File: src/rtl/ifq_multiline_if.sv
// Bundle of the icache fetch port and the dispatch port of the fetch queue.
// The master modport is the queue itself; the slave modport is the
// surrounding icache/dispatch logic.
interface ifq_multiline_if #(
    parameter int DEPTH = 4,
    parameter int WPL   = 4
);
    localparam int CW = $clog2(DEPTH * WPL) + 1;

    logic [31:0]      icache_pcin;
    logic             icache_ren;
    logic             icache_abort;
    logic [32*WPL-1:0] icache_dout;
    logic             icache_dout_valid;

    logic [31:0]      dispatch_pcout_plus4;
    logic [31:0]      dispatch_inst;
    logic             dispatch_empty;
    logic             dispatch_ren;
    logic [31:0]      dispatch_branch_addr;
    logic             dispatch_branch_valid;
    logic [CW-1:0]    ifq_count;

    modport master (
        output icache_pcin, icache_ren, icache_abort,
        input  icache_dout, icache_dout_valid,
        output dispatch_pcout_plus4, dispatch_inst, dispatch_empty, ifq_count,
        input  dispatch_ren, dispatch_branch_addr, dispatch_branch_valid
    );

    modport slave (
        input  icache_pcin, icache_ren, icache_abort,
        output icache_dout, icache_dout_valid,
        input  dispatch_pcout_plus4, dispatch_inst, dispatch_empty, ifq_count,
        output dispatch_ren, dispatch_branch_addr, dispatch_branch_valid
    );
endinterface

File: src/rtl/ifq_multiline.sv
// Instruction fetch queue: buffers DEPTH icache lines of WPL words and hands
// one instruction per cycle to dispatch. At most one icache request is in
// flight; a branch flushes the queue, aborts an outstanding request and
// restarts fetching at the (possibly mid-line) target.
module ifq_multiline #(
    parameter int          DEPTH    = 4,
    parameter int          WPL      = 4,
    parameter logic [31:0] RESET_PC = 32'h0
) (
    input logic             clk,
    input logic             reset,
    ifq_multiline_if.master bus
);
    localparam int SW = $clog2(DEPTH);      // line slot index bits
    localparam int LW = $clog2(WPL);        // word-in-line bits
    localparam int PW = SW + 1;             // line pointer incl. wrap bit
    localparam int RW = SW + LW + 1;        // word pointer incl. wrap bit
    localparam logic [31:0] LINE_BYTES = 32'(4 * WPL);

    typedef enum logic {FETCH, WAIT} state_t;

    state_t        state, state_nxt;
    logic [PW-1:0] wptr;                    // next line slot to fill
    logic [RW-1:0] rptr;                    // head word
    logic [31:0]   pcin;                    // address of next line to fetch
    logic [31:0]   pc_head;                 // PC of head word
    logic [31:0]   mem [DEPTH][WPL];

    logic [PW-1:0] rline;
    logic [RW-1:0] count;
    logic          full, empty;
    logic          ren, abort, fill, pop;

    // After a redirect rptr may sit mid-line while wptr still equals its line;
    // that state holds no valid words, so it must read as empty, not as a
    // negative difference.
    assign rline = rptr[RW-1:LW];
    assign full  = (wptr - rline) == PW'(DEPTH);
    assign count = (wptr == rline) ? '0 : ({wptr, {LW{1'b0}}} - rptr);
    assign empty = (count == '0);

    // Fetch FSM decode plus queue push/pop qualifiers.
    always_comb begin
        // NOTE: every output of this block gets a default first so no path leaves it unassigned (no latch).
        state_nxt = state;
        ren       = 1'b0;
        abort     = 1'b0;
        fill      = 1'b0;
        case (state)
            FETCH: begin
                // A request raised in a redirect cycle would carry the stale
                // pcin and nobody would abort it, so hold it off for a cycle.
                ren = ~full & ~bus.dispatch_branch_valid;
                if (ren) state_nxt = WAIT;
            end
            WAIT: begin
                ren = 1'b1;
                if (bus.dispatch_branch_valid) begin
                    abort = 1'b1;
                end else if (bus.icache_dout_valid) begin
                    fill      = 1'b1;
                    state_nxt = FETCH;
                end
            end
            default: state_nxt = FETCH;
        endcase
        if (bus.dispatch_branch_valid) state_nxt = FETCH;
        pop = bus.dispatch_ren & ~empty & ~bus.dispatch_branch_valid;
        // Reset cancels the request silently: no abort, no fill, no request.
        if (reset) begin
            ren   = 1'b0;
            abort = 1'b0;
            fill  = 1'b0;
            pop   = 1'b0;
        end
    end

    // State, pointers and PCs; a branch overrides fill and pop.
    always_ff @(posedge clk) begin
        // NOTE: registers use non-blocking assignments so every update sees pre-edge values.
        if (reset) begin
            state   <= FETCH;
            wptr    <= '0;
            rptr    <= '0;
            pcin    <= RESET_PC;
            pc_head <= RESET_PC;
        end else begin
            state <= state_nxt;
            if (bus.dispatch_branch_valid) begin
                wptr    <= '0;
                rptr    <= {{PW{1'b0}}, bus.dispatch_branch_addr[LW+1:2]};
                pcin    <= bus.dispatch_branch_addr & ~(LINE_BYTES - 32'd1);
                pc_head <= bus.dispatch_branch_addr;
            end else begin
                if (fill) begin
                    wptr <= wptr + PW'(1);
                    pcin <= pcin + LINE_BYTES;
                end
                if (pop) begin
                    rptr    <= rptr + RW'(1);
                    pc_head <= pc_head + 32'd4;
                end
            end
        end
    end

    // Line storage write port.
    always_ff @(posedge clk) begin
        // NOTE: the line store has no reset; the pointers alone decide which words are valid.
        if (fill) begin
            for (int k = 0; k < WPL; k++) begin
                mem[wptr[SW-1:0]][k] <= bus.icache_dout[32*k +: 32];
            end
        end
    end

    assign bus.icache_pcin          = pcin;
    assign bus.icache_ren           = ren;
    assign bus.icache_abort         = abort;
    assign bus.dispatch_empty       = empty;
    assign bus.dispatch_inst        = empty ? 32'h0 : mem[rline[SW-1:0]][rptr[LW-1:0]];
    assign bus.dispatch_pcout_plus4 = pc_head + 32'd4;
    assign bus.ifq_count            = count;
endmodule

File: src/flat_wrapper.sv
// flat-port wrapper written by rule: the top's interface ports become plain ports
module ifq_multiline_flat 
#(
    parameter int          DEPTH    = 4,
    parameter int          WPL      = 4,
    parameter logic [31:0] RESET_PC = 32'h0
)
  (clk, reset, bus_icache_pcin, bus_icache_ren, bus_icache_abort, bus_icache_dout, bus_icache_dout_valid, bus_dispatch_pcout_plus4, bus_dispatch_inst, bus_dispatch_empty, bus_ifq_count, bus_dispatch_ren, bus_dispatch_branch_addr, bus_dispatch_branch_valid);
  ifq_multiline_if #(.DEPTH(DEPTH), .WPL(WPL)) bus_i ();
  input logic clk;
  input logic reset;
  output wire logic [$bits(bus_i.icache_pcin)-1:0] bus_icache_pcin;
  output wire logic [$bits(bus_i.icache_ren)-1:0] bus_icache_ren;
  output wire logic [$bits(bus_i.icache_abort)-1:0] bus_icache_abort;
  input wire logic [$bits(bus_i.icache_dout)-1:0] bus_icache_dout;
  input wire logic [$bits(bus_i.icache_dout_valid)-1:0] bus_icache_dout_valid;
  output wire logic [$bits(bus_i.dispatch_pcout_plus4)-1:0] bus_dispatch_pcout_plus4;
  output wire logic [$bits(bus_i.dispatch_inst)-1:0] bus_dispatch_inst;
  output wire logic [$bits(bus_i.dispatch_empty)-1:0] bus_dispatch_empty;
  output wire logic [$bits(bus_i.ifq_count)-1:0] bus_ifq_count;
  input wire logic [$bits(bus_i.dispatch_ren)-1:0] bus_dispatch_ren;
  input wire logic [$bits(bus_i.dispatch_branch_addr)-1:0] bus_dispatch_branch_addr;
  input wire logic [$bits(bus_i.dispatch_branch_valid)-1:0] bus_dispatch_branch_valid;
  assign bus_icache_pcin = bus_i.icache_pcin;
  assign bus_icache_ren = bus_i.icache_ren;
  assign bus_icache_abort = bus_i.icache_abort;
  assign bus_i.icache_dout = bus_icache_dout;
  assign bus_i.icache_dout_valid = bus_icache_dout_valid;
  assign bus_dispatch_pcout_plus4 = bus_i.dispatch_pcout_plus4;
  assign bus_dispatch_inst = bus_i.dispatch_inst;
  assign bus_dispatch_empty = bus_i.dispatch_empty;
  assign bus_ifq_count = bus_i.ifq_count;
  assign bus_i.dispatch_ren = bus_dispatch_ren;
  assign bus_i.dispatch_branch_addr = bus_dispatch_branch_addr;
  assign bus_i.dispatch_branch_valid = bus_dispatch_branch_valid;
  ifq_multiline #(.DEPTH(DEPTH), .WPL(WPL), .RESET_PC(RESET_PC)) u_core (.clk(clk), .reset(reset), .bus(bus_i));
endmodule
File: config.mk
export PLATFORM = sky130hd
export DESIGN_NAME = ifq_multiline_flat
export DESIGN_NICKNAME = d
export VERILOG_FILES = /design/src/rtl/ifq_multiline_if.sv /design/src/rtl/ifq_multiline.sv /design/src/flat_wrapper.sv
export SDC_FILE = /design/constraint.sdc
export NUM_CORES = 1
export LEC_CHECK = 0
export CAP_MARGIN = 20
export CORE_MARGIN = 10
export CORE_UTILIZATION = 25
export CTS_BUF_LIST = sky130_fd_sc_hd__clkbuf_4 sky130_fd_sc_hd__clkbuf_8 sky130_fd_sc_hd__clkbuf_16
export DETAILED_ROUTE_END_ITERATION = 7
export GPL_ROUTABILITY_DRIVEN = 0
export MAX_ROUTING_LAYER = met4
export SYNTH_ARGS = -nofsm -noshare
export SYNTH_HDL_FRONTEND = slang
export SYNTH_SLANG_ARGS = --single-unit
File: constraint.sdc
create_clock -name clk -period 6 [get_ports clk]
set_clock_uncertainty 0.1 [all_clocks]
set_input_delay 1.5 -clock clk [delete_from_list [all_inputs] [get_ports clk]]
set_output_delay 1.5 -clock clk [all_outputs]
set_load 0.05 [all_outputs]
=== After elaboration in Yosys (flattened, before gate mapping) ===
Memories as Yosys holds them, arrays and structs flattened. A register that Yosys moved wholly into a read port is not among the register bits.
Index checks and enable logic that the tools add are counted.

* Register bits after elaboration: 73
* Memories: 1
* Logic and storage cells: 57
* Bits in writable memories: 512
* Bits in read-only memories: 0
* Latch bits: 0

* Equal/unequal tests: 2
* Shift-type cells: 0
* Mux-type cells: 28
* Bitwise gates (word level): 8
* $lt $le $gt $ge: 1
* Div/mod/pow operators: 0
* $mul: 0
* Add/subtract/negate cells: 6
* Reduce and logical (&&, ||, !) cells: 4

{| class="wikitable"
|+ Memories
! name !! words !! width !! rd ports !! clocked after Yosys merged registers in !! wr ports !! RTL line !! text
|-
| u_core.mem || 4 || 128 || 1 || 1 || 1 || ifq_multiline.sv:27 || <nowiki>logic [31:0] mem [DEPTH][WPL];</nowiki>
|}

{| class="wikitable"
|+ Operators by type and width
! cell !! count
|-
| $mux W32 || 7
|-
| $bmux W32 S2 || 1
|-
| $add A32 B3 Y32 const B || 1
|-
| $add A32 B5 Y32 const B || 1
|-
| $mux W1 || 13
|-
| $mux W2 || 4
|-
| $add A5 B1 Y5 const B || 1
|-
| $logic_not A5 Y1 || 1
|-
| $mux W5 || 1
|-
| $sub A5 B5 Y5 || 1
|-
| $not A1 Y1 || 4
|-
| $pmux W1 S2 || 2
|-
| $reduce_bool A2 Y1 || 2
|-
| $add A3 B1 Y3 const B || 1
|-
| $and A1 B1 Y1 || 3
|-
| $eq A3 B3 Y1 || 1
|-
| $eq A3 B3 Y1 const B || 1
|-
| $ge A3 B3 Y1 const B || 1
|-
| $not A2 Y3 || 1
|-
| $sub A3 B3 Y3 || 1
|-
| $reduce_or A2 Y1 || 1
|}

=== Logic depth before layout (Yosys ltp) ===
* Depth after elaboration: 9
* Depth in mapped cells: 10
* Mapped depth without buffers: 7

=== Worst setup path after synthesis ===
No wires, ideal clock.

* Kind: input to register
* From: input bus_dispatch_branch_valid
* To: memory u_core.mem[3][0] (netlist name), enable pin
* Arrival: 5.106 ns
* Stages on the path: 3
* Required time: 5.395 ns
* Setup slack: 0.290 ns
* Library setup time: 0.505 ns
* Cell sequence: clkbuf_1 nor2_1 and3_1

* Longest elaborated chain between the ends: 5

{| class="wikitable"
|+ Ends and longest elaborated chain
! what !! RTL line !! text
|-
| start: declaration || flat_wrapper.sv:23 || <nowiki>input wire logic [$bits(bus_i.dispatch_branch_valid)-1:0] bus_dispatch_branch_valid;</nowiki>
|-
| $mux W1 || ifq_multiline.sv:58 || <nowiki>if (bus.dispatch_branch_valid) begin</nowiki>
|-
| $mux W1 || ifq_multiline.sv:49 || <nowiki>case (state)</nowiki>
|-
| $mux W1 || ifq_multiline.sv:70 || <nowiki>if (reset) begin</nowiki>
|-
| $mux W1 || ifq_multiline.sv:110 || <nowiki>if (fill) begin</nowiki>
|-
| $mux W1 (implied by the code) || ifq_multiline.sv:112 || <nowiki>mem[wptr[SW-1:0]][k] <= bus.icache_dout[32*k +: 32];</nowiki>
|-
| end: declaration || ifq_multiline.sv:27 ||
|}

No other way between the ends.

=== Worst setup path in the final report ===
* From: register u_core.rptr[3]
* To: output bus_dispatch_inst[16]

* Longest elaborated chain between the ends: 4

{| class="wikitable"
|+ Ends and longest elaborated chain
! what !! RTL line !! text
|-
| start: declaration || ifq_multiline.sv:24 || <nowiki>logic [RW-1:0] rptr;</nowiki>
|-
| start signal: assignment || ifq_multiline.sv:91 || <nowiki>rptr <= {{PW{1'b0}}, bus.dispatch_branch_addr[LW+1:2]};</nowiki>
|-
| start signal: assignment || ifq_multiline.sv:100 || <nowiki>rptr <= rptr + RW'(1);</nowiki>
|-
| $sub A5 B5 Y5 / $eq A3 B3 Y1 (equally long branches) || ifq_multiline.sv:39 || <nowiki>assign count = (wptr == rline) ? '0 : ({wptr, {LW{1'b0}}} - rptr);</nowiki>
|-
| $mux W5 * || ifq_multiline.sv:39 ||
|-
| $logic_not A5 Y1 * || ifq_multiline.sv:40 || <nowiki>assign empty = (count == '0);</nowiki>
|-
| $mux W32 * || ifq_multiline.sv:121 || <nowiki>assign bus.dispatch_inst = empty ? 32'h0 : mem[rline[SW-1:0]][rptr[LW-1:0]];</nowiki>
|-
| end: declaration || flat_wrapper.sv:18 || <nowiki>output wire logic [$bits(bus_i.dispatch_inst)-1:0] bus_dispatch_inst;</nowiki>
|}

Every way passes the cells marked *; elsewhere a longest branch is shown, timed or not.

==> qor.csv <==
stage,metric,value,unit
routing,via/cell ratio,4.64,
clock_tree,postcts setup bufs,0,
grt,vias in the first global route,14309,
placement,pre-CTS setup slack,1.16,ns
routing,WL per Instance,21.6,um
placement,Placed Area,0.0284,mm^2
min_path,worst hold stages,2,
timing,Sum Neg Setup Slack,0,ns
setup_path,CP arrival,3.89,ns
logic_synthesis,Post-Synthesis Cells,1333,
setup_path,Worst Setup End Kind,output pin,
setup_path,crit path max fanout,30,
timing,"Slew Viols, Final",0,
grt,initial antenna violation count,15,
timing,final hold vios,0,
clock_tree,CTS Buf Count,67,
cells_and_area,Final Util,32.1,%
logic_synthesis,Mapped Area,0.0242,mm^2
logic_synthesis,YS warnings,0,
power_and_ir_drop,P_leak,9.66,nW
logic_synthesis,sequential share of the synthesized area,69.5,%
routing,Routed Antenna Nets,0,
power_and_ir_drop,Power Dens Cells,294,mW/mm^2
timing,fmax,0.182,GHz
timing,unrepaired setup endpoints after global routing,no,
timing,Final min period,5.49,ns
logic_synthesis,"area leader, netlist",edfxtp_1,
clock_tree,clock root buffer,clkbuf_16,
floorplanning,DIE AREA,0.110,mm^2
logic_synthesis,Mean Syn Cell Area,18.1,um^2
clock_tree,Worst-path clk slew,0.06,ns
floorplanning,Initial Util,25.3,%
routing,DRC Markers,0,
floorplanning,io pins,269,
setup_path,critical path class,register to output pin,
setup_path,Worst R2R Setup Slack,2.85,ns
cells_and_area,"Design Area, Final",0.0306,mm^2
routing,starting DRC count in detailed routing,1177,
grt,total track usage,11.7,%
cells_and_area,nets,1789,
timing,period utilization,91.6,%
clock_tree,post_cts resized,0,
clock_tree,H-tree levels,3,
timing,"Setup violations, final",0,
power_and_ir_drop,maximum vdd drop,0.000268,V
placement,PortBufs,264,
clock_tree,# hold bufs at CTS,0,
floorplanning,Vert. Die Dim,331,um
logic_synthesis,Commonest cells post-synth,"512 x edfxtp_1, 160 x mux4_2, 71 x dfxtp_1",
status,status,"complete, no violations",
setup_path,R2R Path Start,u_core.rptr[3],
logic_synthesis,synth top area cells,"edfxtp_1 64%, mux4_2 15%, dfxtp_1 5.9%",
floorplanning,core area,0.0954,mm^2
routing,DRT Wirelength,63500,um
clock_tree,clock sinks,583,
setup_path,end of the critical path,bus_dispatch_inst[16],
setup_path,Critical Path Start Type,register,
logic_synthesis,Async SR Flop Fraction,0,%
timing,Worst Tran Pin Value,1.09,ns
setup_path,Critical Path RT,4.40,ns
setup_path,worst reg2reg path endpoint,u_core.pc_head[22],
grt,largest net degree at the start of global routing,91,
setup_path,cells on worst reg2reg path,8,
clock_tree,Bufs on Longest Clock Path,3,
floorplanning,Rows,113,
logic_synthesis,Main synth FF type,edfxtp_1,
placement,dpl hpwl,41400,um
grt,gr ovfl total,0,
logic_synthesis,"EDFF count, synth",512,
clock_tree,clock latency on the worst-skew pair,0.61,ns
job,Max Cap Viol,0,
logic_synthesis,library cells used by synthesis,60,
routing,drt pass-1 iters,5,
grt,first-pass GRT wire length,94000,um
cells_and_area,P&R area growth vs syn,26.8,%
logic_synthesis,Synth Register Bits,583,
timing,Setup WS post-layout,0.505,ns
timing,Worst slew margin,27.4,%
logic_synthesis,"count leader, synth",edfxtp_1,
logic_synthesis,top cell type's share of synthesized area,63.6,%
cells_and_area,share of layout cells above drive strength 1,19.6,%
floorplanning,Die X,331,um
routing,via count,13623,
clock_tree,CTS tree,yes,
min_path,Worst Hold Class,register to register,
setup_path,CP Launch Point,u_core.rptr[3],
-- sequential cells by signal, summed over array words and instances, names as in the netlist, named ones only --
register and count:
u_core.mem 512, u_core.pc_head 32, u_core.bus.icache_pcin 28, u_core.rptr 5
u_core.wptr 3, u_core.state 1
-- how the worst min path moves through the flow --
| stage | start | to | slack [ns] |
|---|---|---|---|
| floorplan | u_core.pc_head[0] | u_core.pc_head[0] | 0.36 |
| global placement | u_core.rptr[4] | u_core.rptr[4] | 0.39 |
| detailed placement | u_core.pc_head[1] | u_core.pc_head[1] | 0.40 |
| CTS | u_core.rptr[4] | u_core.rptr[4] | 0.42 |
| global route | u_core.rptr[4] | u_core.rptr[4] | 0.46 |
| finish | u_core.pc_head[1] | u_core.pc_head[1] | 0.43 |
-- power by group --
group	internal (mW)	switching [mW]	total, mW
registers	4.44	0.0396	4.48
logic	0.233	0.309	0.542
clock network	2.39	1.60	3.98
-- final cells by class --
cell class              instances  area [um^2]
clock buffers                  86         1870
inverters                      42          159
flip-flops and latches        583        16800
multi-input cells             619         6840
clock inverters                28          293
fillers                      9170        64800
diodes                         13         32.5
repair buffers                299         3060
well taps                    1265         1580
-- per-layer routing --
| layer | track usage, % | part of all wire [%] | vias up |
|---|---|---|---|
| li1 | - | - | 6041 |
| met5 | - | 0 | - |
| met1 | 14.3 | 42 | 7019 |
| met3 | 3.54 | 8.0 | 94 |
| met2 | 18.4 | 47 | 469 |
| met4 | 3.41 | 2.2 | 0 |
-- cells by family (layout without fill, tap and decap cells) --
logic type      after synthesis  in the layout  share of synthesized area [%]
xor+xnor                     53             53                           1.92
other cells                   1             17                         0.0155
flops                       583            583                           69.5
fa+ha+maj                    12             12                          0.652
buf+inv                     134            455                           2.34
simple gates                226            226                           5.26
compound gates              159            159                           5.21
mux                         165            165                           15.1
-- through the flow --
stage,instances,hold WS [ns],power (mW)
after global routing,2935,0.455,9.31
after detailed placement,2807,0.402,5.11
after CTS,2921,0.424,9.14
after global placement,2807,0.393,5.10
after floorplan,1336,0.362,4.83
final,2935,0.426,9.00
-- critical path: stages (launching register included) --
cell             delay [ns]
dfxtp_1                0.40
inv_1                  0.08
ha_1                   0.49
a21oi_1                0.17
a2111o_1               0.48
a21oi_2                0.31
and2_2                 0.26
buf_12                 0.24
nor2b_1                0.09
clkdlybuf4s50_1        0.71
-- layout by cell type (no fill, tap or decap), types with 11 or more instances in the layout --
master / n
edfxtp_1: 512
clkdlybuf4s50_1: 258
mux4_2: 160
clkbuf_16: 69
dfxtp_1: 68
inv_1: 41
nand2_1: 35
nor2b_1: 33
xor2_1: 30
a21oi_1: 29
buf_4: 27
nor2_1: 26
xnor2_1: 23
nor4_1: 20
nor3_1: 19
and3_1: 18
o31a_1: 18
nand4_1: 17
a211oi_1: 17
a21boi_0: 17
nand3_1: 15
clkbuf_4: 14
diode_2: 13
o2111ai_1: 13
o311a_1: 13
buf_12: 13
and4_1: 11
ha_1: 11
(Power assumes the default switching activity.)
